File: src/rtl/mem_arb_pkg.sv
// mem_arb_pkg: shared definitions for the memory bus arbiter.
//   - arb_state_t : arbiter FSM state encoding
//   - owner_t     : owner_o codes (none / instruction / data)
//   - AW          : address and data width
package mem_arb_pkg;

  localparam int AW = 32;

  typedef enum logic [2:0] {
    IDLE   = 3'd0,
    BUSY_I = 3'd1,
    BUSY_D = 3'd2,
    RESP_I = 3'd3,
    RESP_D = 3'd4
  } arb_state_t;

  typedef enum logic [1:0] {
    NONE  = 2'b00,
    INSTR = 2'b01,
    DATA  = 2'b10
  } owner_t;

endpackage

File: src/rtl/mem_arb_watchdog.sv
// mem_arb_watchdog: transaction timeout counter for the memory bus arbiter.
// This is a down-counter: clear loads LIMIT-1, and each enabled cycle
// decrements it. expired is raised on the LIMIT-th enabled cycle after a clear.
// Ports:
//   clk_i, rst_i : clock, asynchronous active-low reset
//   clear        : reload the counter (held while the arbiter is idle)
//   enable       : count this cycle (busy and no ack)
//   expired      : terminal count reached during an enabled cycle
module mem_arb_watchdog #(
  parameter int LIMIT = 255
) (
  input  logic clk_i,
  input  logic rst_i,
  input  logic clear,
  input  logic enable,
  output logic expired
);

  localparam int CW = (LIMIT > 1) ? $clog2(LIMIT) : 1;
  localparam logic [CW-1:0] LOAD = CW'(LIMIT - 1);

  logic [CW-1:0] cnt;

  always_ff @(posedge clk_i or negedge rst_i) begin
    if (!rst_i) begin
      cnt <= LOAD;
    end else if (clear) begin
      cnt <= LOAD;
    end else if (enable && (cnt != '0)) begin
      cnt <= cnt - CW'(1);
    end
  end

  assign expired = enable && (cnt == '0);

endmodule

File: src/rtl/mem_bus_arbiter.sv
// mem_bus_arbiter: shares one external memory port between the instruction
// and data uncached request paths. Data has priority; after STARVE_LIMIT
// consecutive data grants with an instruction request waiting, the next
// grant goes to instruction.
// Optional feature macro: MEM_ARB_TIMEOUT_EN enables a busy watchdog that
// aborts a transaction after TIMEOUT_CYCLES cycles without mem_ack_i and
// pulses bus_error_o with the ready pulse.
// Ports:
//   clk_i, rst_i                 : clock, asynchronous active-low reset
//   i_req_i, i_addr_i            : instruction request / address
//   i_data_o, i_ready_o          : instruction read data / completion pulse
//   d_req_i, d_wr_i, d_addr_i,
//   d_wdata_i, d_bytesel_i       : data request, direction, address, wdata, byte enables
//   d_data_o, d_ready_o          : data read data / completion pulse
//   mem_cs_o, mem_we_o, mem_addr_o,
//   mem_wdata_o, mem_bytesel_o   : memory port request side
//   mem_rdata_i, mem_ack_i       : memory port response side
//   owner_o                      : current grant (00 none, 01 instr, 10 data)
//   bus_error_o                  : watchdog abort pulse
//
// state  | meaning
// IDLE   | arbitrate between pending requests
// BUSY_I | instruction transaction on memory port, waiting for ack
// BUSY_D | data transaction on memory port, waiting for ack
// RESP_I | instruction ready pulse, memory port released
// RESP_D | data ready pulse, memory port released
module mem_bus_arbiter
  import mem_arb_pkg::*;
#(
  parameter int STARVE_LIMIT   = 4,
  parameter int TIMEOUT_CYCLES = 255
) (
  input  logic          clk_i,
  input  logic          rst_i,
  input  logic          i_req_i,
  input  logic [AW-1:0] i_addr_i,
  output logic [AW-1:0] i_data_o,
  output logic          i_ready_o,
  input  logic          d_req_i,
  input  logic          d_wr_i,
  input  logic [AW-1:0] d_addr_i,
  input  logic [AW-1:0] d_wdata_i,
  input  logic [3:0]    d_bytesel_i,
  output logic [AW-1:0] d_data_o,
  output logic          d_ready_o,
  output logic          mem_cs_o,
  output logic          mem_we_o,
  output logic [AW-1:0] mem_addr_o,
  output logic [AW-1:0] mem_wdata_o,
  output logic [3:0]    mem_bytesel_o,
  input  logic [AW-1:0] mem_rdata_i,
  input  logic          mem_ack_i,
  output logic [1:0]    owner_o,
  output logic          bus_error_o
);

  localparam int SW = $clog2(STARVE_LIMIT + 1);
  localparam logic [SW-1:0] STREAK_MAX = SW'(STARVE_LIMIT);

  if (STARVE_LIMIT < 1 || TIMEOUT_CYCLES < 1) begin : g_bad_param
    $error("mem_bus_arbiter: STARVE_LIMIT and TIMEOUT_CYCLES must be >= 1");
  end

  arb_state_t    state, state_nxt;
  logic [SW-1:0] streak;
  logic          grant_i, grant_d;
  logic          busy;
  logic          timeout;

  assign busy = (state == BUSY_I) || (state == BUSY_D);

`ifdef MEM_ARB_TIMEOUT_EN
  logic err_q;

  mem_arb_watchdog #(
    .LIMIT(TIMEOUT_CYCLES)
  ) u_watchdog (
    .clk_i  (clk_i),
    .rst_i  (rst_i),
    .clear  (state == IDLE),
    .enable (busy && !mem_ack_i),
    .expired(timeout)
  );

  // Set on the abort edge, so it is high exactly during the RESP cycle.
  always_ff @(posedge clk_i or negedge rst_i) begin
    if (!rst_i) err_q <= 1'b0;
    else        err_q <= busy && timeout;
  end

  assign bus_error_o = err_q;
`else
  assign timeout     = 1'b0;
  assign bus_error_o = 1'b0;
`endif

  // Arbitration, only meaningful in IDLE.
  always_comb begin
    grant_i = 1'b0;
    grant_d = 1'b0;
    if (state == IDLE) begin
      if (i_req_i && d_req_i) begin
        if (streak == STREAK_MAX) grant_i = 1'b1;
        else                      grant_d = 1'b1;
      end else if (i_req_i) begin
        grant_i = 1'b1;
      end else if (d_req_i) begin
        grant_d = 1'b1;
      end
    end
  end

  always_ff @(posedge clk_i or negedge rst_i) begin
    if (!rst_i) state <= IDLE;
    else        state <= state_nxt;
  end

  always_comb begin
    state_nxt = state;
    case (state)
      IDLE: begin
        if (grant_i)      state_nxt = BUSY_I;
        else if (grant_d) state_nxt = BUSY_D;
      end
      BUSY_I: if (mem_ack_i || timeout) state_nxt = RESP_I;
      BUSY_D: if (mem_ack_i || timeout) state_nxt = RESP_D;
      RESP_I, RESP_D: state_nxt = IDLE;
      default: state_nxt = IDLE;
    endcase
  end

  // Decoded from the state register only, so reset drops mem_cs_o at once.
  always_comb begin
    mem_cs_o  = 1'b0;
    i_ready_o = 1'b0;
    d_ready_o = 1'b0;
    owner_o   = NONE;
    case (state)
      BUSY_I: begin mem_cs_o  = 1'b1; owner_o = INSTR; end
      BUSY_D: begin mem_cs_o  = 1'b1; owner_o = DATA;  end
      RESP_I: begin i_ready_o = 1'b1; owner_o = INSTR; end
      RESP_D: begin d_ready_o = 1'b1; owner_o = DATA;  end
      default: ;
    endcase
  end

  // Request capture and response data.
  always_ff @(posedge clk_i or negedge rst_i) begin
    if (!rst_i) begin
      mem_we_o      <= 1'b0;
      mem_addr_o    <= '0;
      mem_wdata_o   <= '0;
      mem_bytesel_o <= '0;
      i_data_o      <= '0;
      d_data_o      <= '0;
    end else begin
      if (grant_i) begin
        mem_addr_o    <= i_addr_i;
        mem_we_o      <= 1'b0;
        mem_bytesel_o <= 4'b1111;
      end else if (grant_d) begin
        mem_addr_o    <= d_addr_i;
        mem_we_o      <= d_wr_i;
        mem_wdata_o   <= d_wdata_i;
        mem_bytesel_o <= d_bytesel_i;
      end
      if (state == BUSY_I) begin
        if (mem_ack_i)    i_data_o <= mem_rdata_i;
        else if (timeout) i_data_o <= '0;
      end
      if (state == BUSY_D) begin
        if (mem_ack_i)    d_data_o <= mem_rdata_i;
        else if (timeout) d_data_o <= '0;
      end
    end
  end

  // Consecutive data grants made while instruction waits.
  always_ff @(posedge clk_i or negedge rst_i) begin
    if (!rst_i) begin
      streak <= '0;
    end else if (grant_i) begin
      streak <= '0;
    end else if (grant_d) begin
      if (!i_req_i)                 streak <= '0;
      else if (streak != STREAK_MAX) streak <= streak + SW'(1);
    end
  end

endmodule

File: config.mk
export PLATFORM = sky130hd
export DESIGN_NAME = mem_bus_arbiter
export DESIGN_NICKNAME = d
export VERILOG_FILES = /design/src/rtl/mem_arb_pkg.sv /design/src/rtl/mem_arb_watchdog.sv /design/src/rtl/mem_bus_arbiter.sv
export SDC_FILE = /design/constraint.sdc
export NUM_CORES = 1
export LEC_CHECK = 0
export BUFFER_PORTS_ARGS = -buffer_cell sky130_fd_sc_hd__buf_2
export CAP_MARGIN = 15
export CORE_MARGIN = 3
export CORE_UTILIZATION = 50
export DETAILED_ROUTE_END_ITERATION = 8
export GPL_ROUTABILITY_DRIVEN = 0
export PLACE_DENSITY = 0.85
export SLEW_MARGIN = 40
export SYNTH_ARGS = -nofsm -noshare
export SYNTH_HDL_FRONTEND = slang
export SYNTH_SLANG_ARGS = --single-unit
File: constraint.sdc
create_clock -name clk_i -period 4.7 [get_ports clk_i]
set_input_delay 0.94 -clock clk_i [delete_from_list [all_inputs] [get_ports clk_i]]
set_output_delay 0.94 -clock clk_i [all_outputs]
set_load 0.02 [all_outputs]
==> results of run 1 <==
[final timing paths]
path | start | to
min reg2reg | i_data_o[3] | i_data_o[3]
min in group clk_i | i_data_o[3] | i_data_o[3]
max in group asynchronous | rst_i | streak[2]
max | state[2] | mem_addr_o[12]
min | rst_i | d_data_o[31]
max reg2reg | state[2] | mem_addr_o[12]
[sequential cells by signal, indices dropped and copies added (netlist names)]
name and cells:
i_data_o 32, mem_we_o 1, state 3, mem_wdata_o 32, streak 3, mem_addr_o 32
d_data_o 32, mem_bytesel_o 4
[power groups by stage]
stage	registers [mW]	clock network (mW)	logic, mW
floorplan	2.84	0	1.04
global placement	2.13	0	2.61
detailed placement	2.17	0	2.71
CTS	2.16	1.56	2.72
global route	2.24	1.62	2.89
finish	2.16	1.54	2.69
[logic make-up after synthesis]
family / synth area share
flip-flops: 0.593
multiplexers: 0.184
other: 0.000639
buffers and inverters: 0.0410
XOR/XNOR: 0.00299
adder cells (fa/ha/maj): 0.00427
AND/OR/NAND/NOR: 0.0952
AO/OA/AOI/OAI: 0.0785
[through the flow]
stage               hold WS (ns)  instances   util  setup slack, ns  instance area, um^2
finish                     0.387        876  0.718             2.14                 7990
global placement           0.462        843  0.653             1.92                 7260
detailed placement         0.469        843  0.654             2.06                 7270
floorplan                  0.540        464      -             2.58                 5860
global route               0.394        876  0.718             2.00                 7990
CTS                        0.482        875  0.716             2.14                 7970
[routing by layer]
metal / GRT usage / vias to the layer above / wire length, um
li1: - / 2238 / -
met1: 0.290 / 2412 / 6050
met2: 0.431 / 255 / 8520
met3: 0.0766 / 61 / 1290
met4: 0.141 / 0 / 707
met5: 0 / - / 0
[layout make-up]
class	count	area [um^2]
sequential	139	3480
fill	779	3130
multi-input combinational	278	2160
timing repair buffer	284	1470
clock buffer	21	480
clock inverter	11	213
tap	140	175
inverter	3	11.3
[cell usage in the layout (no fill, tap or decap), drive strengths merged, types with 4 or more instances in the layout]
master	n
a21oi	4
o21ai	40
nand3	42
bufinv	6
nor4	32
buf	284
mux2	96
a31oi	32
nor2	4
clkbuf	21
dfrtp	139
==> results.cfg, run 1 <==
[drt]
wl_per_cell_um = 18.9
num_vias = 4966
first_pass_iters = 4
drtIter0Drc = 378
drt-total-wl_um = 16600
drc = 0
vias_per_cell = 5.67
ant_nets = 0

[logic_synthesis]
netlist.area_leader.share = 0.593
synth.distinct_cells = 37
async_reset_ff_frac = 1.00
synth_cells = 464
ys_seq_area_frac = 0.593
synth_area_leaders = dfrtp_1 (59%), mux2_1 (18%), nand3_1 (3.6%), a31oi_1 (3.4%), nor4_1 (3.4%)
ys_ff_latch = 139
synth_top_area_cell = dfrtp_1
synth_edf_count = 0
synth.avg_cell_area_um2 = 12.6
yosys-top-cells-count = dfrtp_1 (139), mux2_1 (94), nand3_1 (42)
syn-cell-area_mm2 = 0.00586
ys.flop_type = dfrtp_1
synth.most_common_cell = dfrtp_1
syn_nets = 604
yosysWarningCount = 0

[floorplanning]
start_util = 0.527
design.die.area_mm2 = 0.0131
num_rows = 38
core-area_mm2 = 0.0111
die_w_um = 114
io_pins = 277
die_y_um = 114

[cts]
h-tree-depth = 4
clockRootBuffer = clkbuf_16
worstSkewPairLatency_ns = 0.41
clkTransAtPathRegs_ns = 0.06
cts_tree = built
numCtsBuffers = 17
cts-resized-gates = 0
holdBufCountCts = 0
cts_sinks = 139
cts_setup_buffers = 0
cts_max_path_buffers = 2

[global_route]
grt_usage = 0.255
antenna_found_initial = 0
globalRoute.totalOverflow = 0
grt_max_degree = 115
grt_pass1_wl_um = 25900
grt_pass1_vias = 5230

[job]
cap_violations = 0

[timing]
rsz0062_at_grt = false
clock_skew_ns = 0.00588
min_period_ns = 2.56
worstMarginPinSlew_ns = 0.766
relSlewSlack = 0.488
setup_viol = 0
tns_ns = 0
fmax_ghz = 0.390
min_period_over_period = 0.546
hold_viol = 0
maxSlewViolCount = 0

[final_layout]
antennaDiodeCount = 0
area_growth_pct = 36.3
drive_above_1_share = 0.442
fin_nets = 863

[worst_setup_path]
critPathLaunchType = flip-flop
setup.worst_path.class = flip-flop to flip-flop
cp_num_buf_inv = 0
crit_family = simple AND/OR/NAND/NOR gates
cp.depth = 3
critPathRequiredTime_ns = 5.02
slowest_stage = or3_2
cp-end-kind = flip-flop
cp_common_cell = or3_2
crit_chain = or3_2 -> or3_2 -> a31oi_1
arrival_ns = 2.88
reg2reg_slack_ns = 2.14
slowest_delay_ns = 0.84
r2r_cells = 3
path_max_fanout = 36

[power_and_ir_drop]
p_total_mw = 6.39
p_sw_mw = 2.53
p_per_area_mw_per_mm2 = 800
p_clk_frac = 0.241
pwr-share-comb = 0.421
leakage_nw = 3.82
p_seq_frac = 0.338
intPower_mw = 3.86
swShare = 0.397
max-vdd-ir-drop_v = 0.000544

[outcome]
status = completed

[hold_path]
hold_class = input pin to async pin

[place]
dp_hpwl_um = 11900
port_buffers = 275
Power figures use the tool's default switching activity.
==> run 2: changes to the inputs <==
--- a/config.mk
+++ b/config.mk
@@ -8,10 +8,10 @@
 export BUFFER_PORTS_ARGS = -buffer_cell sky130_fd_sc_hd__buf_2
 export CAP_MARGIN = 15
 export CORE_MARGIN = 3
-export CORE_UTILIZATION = 50
+export CORE_UTILIZATION = 47
 export DETAILED_ROUTE_END_ITERATION = 8
 export GPL_ROUTABILITY_DRIVEN = 0
-export PLACE_DENSITY = 0.85
+export PLACE_DENSITY = 0.81
 export SLEW_MARGIN = 40
 export SYNTH_ARGS = -nofsm -noshare
 export SYNTH_HDL_FRONTEND = slang
==> constraint.sdc (replaced) <==
create_clock -name clk_i -period 2.4 [get_ports clk_i]
set_input_delay 0.48 -clock clk_i [delete_from_list [all_inputs] [get_ports clk_i]]
set_output_delay 0.48 -clock clk_i [all_outputs]
set_load 0.02 [all_outputs]
==> run 2 against run 1 <==
Against the previous run:
- clock power grew 67%
- first-iteration DRC count grew 40%
- routed wire length shrank 0.12%
- die area grew 6.0%
==> results.cfg, run 2 (synthesis gave the netlist of run 1 again) <==
[cts]
numCtsBuffers = 17
clockRootBuffer = clkbuf_16
cts_sinks = 139
worstSkewPairLatency_ns = 0.41
cts_max_path_buffers = 2
clkTransAtPathRegs_ns = 0.06
h-tree-depth = 4
holdBufCountCts = 1
cts-resized-gates = 0
cts_setup_buffers = 0
cts_tree = built

[final_layout]
num-fill-cells = 934
drive_above_1_share = 0.443
area_growth_pct = 36.0
fin_nets = 872
final_cell_mix = buf_2 (274), dfrtp_1 (139), mux2_1 (94), nand3_1 (42), o21ai_1 (39)
antennaDiodeCount = 0
final_common_cell = buf_2

[timing]
setup_viol = 0
maxSlewViolCount = 0
clock_skew_ns = 0.00647
rsz0062_at_grt = false
min_period_over_period = 0.909
hold_viol = 0
relSlewSlack = 0.615
min_period_ns = 2.18
fmax_ghz = 0.458
tns_ns = 0
whs_ns = 0.277
worstMarginPinSlew_ns = 0.576

[drt]
vias_per_cell = 5.60
num_vias = 5113
drc = 0
drtIter0Drc = 529
wl_per_cell_um = 18.1
ant_nets = 0
drt-total-wl_um = 16500
first_pass_iters = 5

[hold_path]
hold_class = input pin to flip-flop
min_path_cells = 2
holdCritStartpoint = d_wdata_i[1]
hold_end = mem_wdata_o[1]

[worst_setup_path]
arrival_ns = 1.70
crit_chain = nor2b_1 -> and2_1 -> buf_2
path_max_fanout = 11
cp_num_buf_inv = 1
timing.rr.end = state[1]
setup.worst_path.class = flip-flop to output pin
reg2reg_slack_ns = 0.43
critPathRequiredTime_ns = 1.92
slowest_stage = dfrtp_1
r2r_cells = 6
crit_family = flip-flops
critPathLaunchType = flip-flop
cp-end-kind = output pin
reg2reg_from = streak[0]
slowest_delay_ns = 0.60
cp.depth = 3

[global_route]
grt_usage = 0.239
grt_max_degree = 61
grt_pass1_wl_um = 26700
antenna_found_initial = 0
globalRoute.totalOverflow = 0
grt_pass1_vias = 5235

[floorplanning]
die_y_um = 118
start_util = 0.484
num_rows = 40
die_w_um = 118
design.die.area_mm2 = 0.0139
io_pins = 277
core-area_mm2 = 0.0121

[place]
port_buffers = 275
dp_hpwl_um = 11800

[power_and_ir_drop]
leakage_nw = 3.80
p_per_area_mw_per_mm2 = 1520
max-vdd-ir-drop_v = 0.000926

[outcome]
status = completed

[job]
cap_violations = 0
## run 2: cell count changes in the layout (fill, tap and decap cells not counted), sizes merged
| cell | previous run | this run |
|---|---|---|
| dlygate4sd3 | 0 | 1 |
| clkbuf | 21 | 18 |
| bufinv | 6 | 2 |
| buf | 284 | 292 |
| clkinv | 2 | 4 |
| clkinvlp | 3 | 6 |
| inv | 3 | 5 |
## run 2: worst register-to-register path: stages, from the launching register on
cell	delay, ns
dfrtp_1	0.38
inv_1	0.08
ha_1	0.26
nand3_1	0.13
buf_4	0.41
a221oi_1	0.15
a2111oi_0	0.42
## run 2: how the worst max path moves through the flow
stage,from,to,slack [ns]
4_1_cts,state[0],i_ready_o,0.17
5_1_grt,state[0],i_ready_o,0.07
3_3_place_gp,state[0],i_data_o[1],0.57
3_5_place_dp,streak[0],state[1],0.47
2_1_floorplan,state[0],i_data_o[10],0.48
6_report,state[0],i_ready_o,0.22
## run 2: through the flow
step | area (um^2) | setup slack, ns | utilization | total power, mW | std cells
after floorplan | 5860 | 0.485 | - | 7.59 | 464
after global placement | 7380 | 0.568 | 0.609 | 9.31 | 880
after detailed placement | 7380 | 0.473 | 0.609 | 9.56 | 880
after CTS | 7970 | 0.169 | 0.658 | 12.2 | 913
after global routing | 7970 | 0.0743 | 0.658 | 12.8 | 913
final | 7970 | 0.219 | 0.658 | 12.1 | 913
## run 2: cell type report
class	count	area, um^2	share of cell area
well taps	168	210	0.0264
clock inverters	14	146	0.0184
clock buffers	18	439	0.0551
multi-input cells	278	2160	0.270
flip-flops and latches	139	3480	0.436
repair buffers	293	1530	0.192
inverters	3	11.3	0.00141
## run 2: report_power, final
part | leakage [nW] | switching (mW) | total [mW] | internal [mW]
clock network | 0.271 | 1.01 | 2.57 | 1.56
logic | 1.87 | 3.31 | 5.29 | 1.99
registers | 1.65 | 0.671 | 4.22 | 3.55
## run 2: metal layers
layer  global-route usage  vias up  share of wire  wire, um
met5                    0        -              0         0
met1                0.294     2465           0.38      6350
met3               0.0759       53          0.092      1520
met4                0.119        0          0.037       616
met2                0.382      336           0.49      8060
li1                     -     2259              -         -
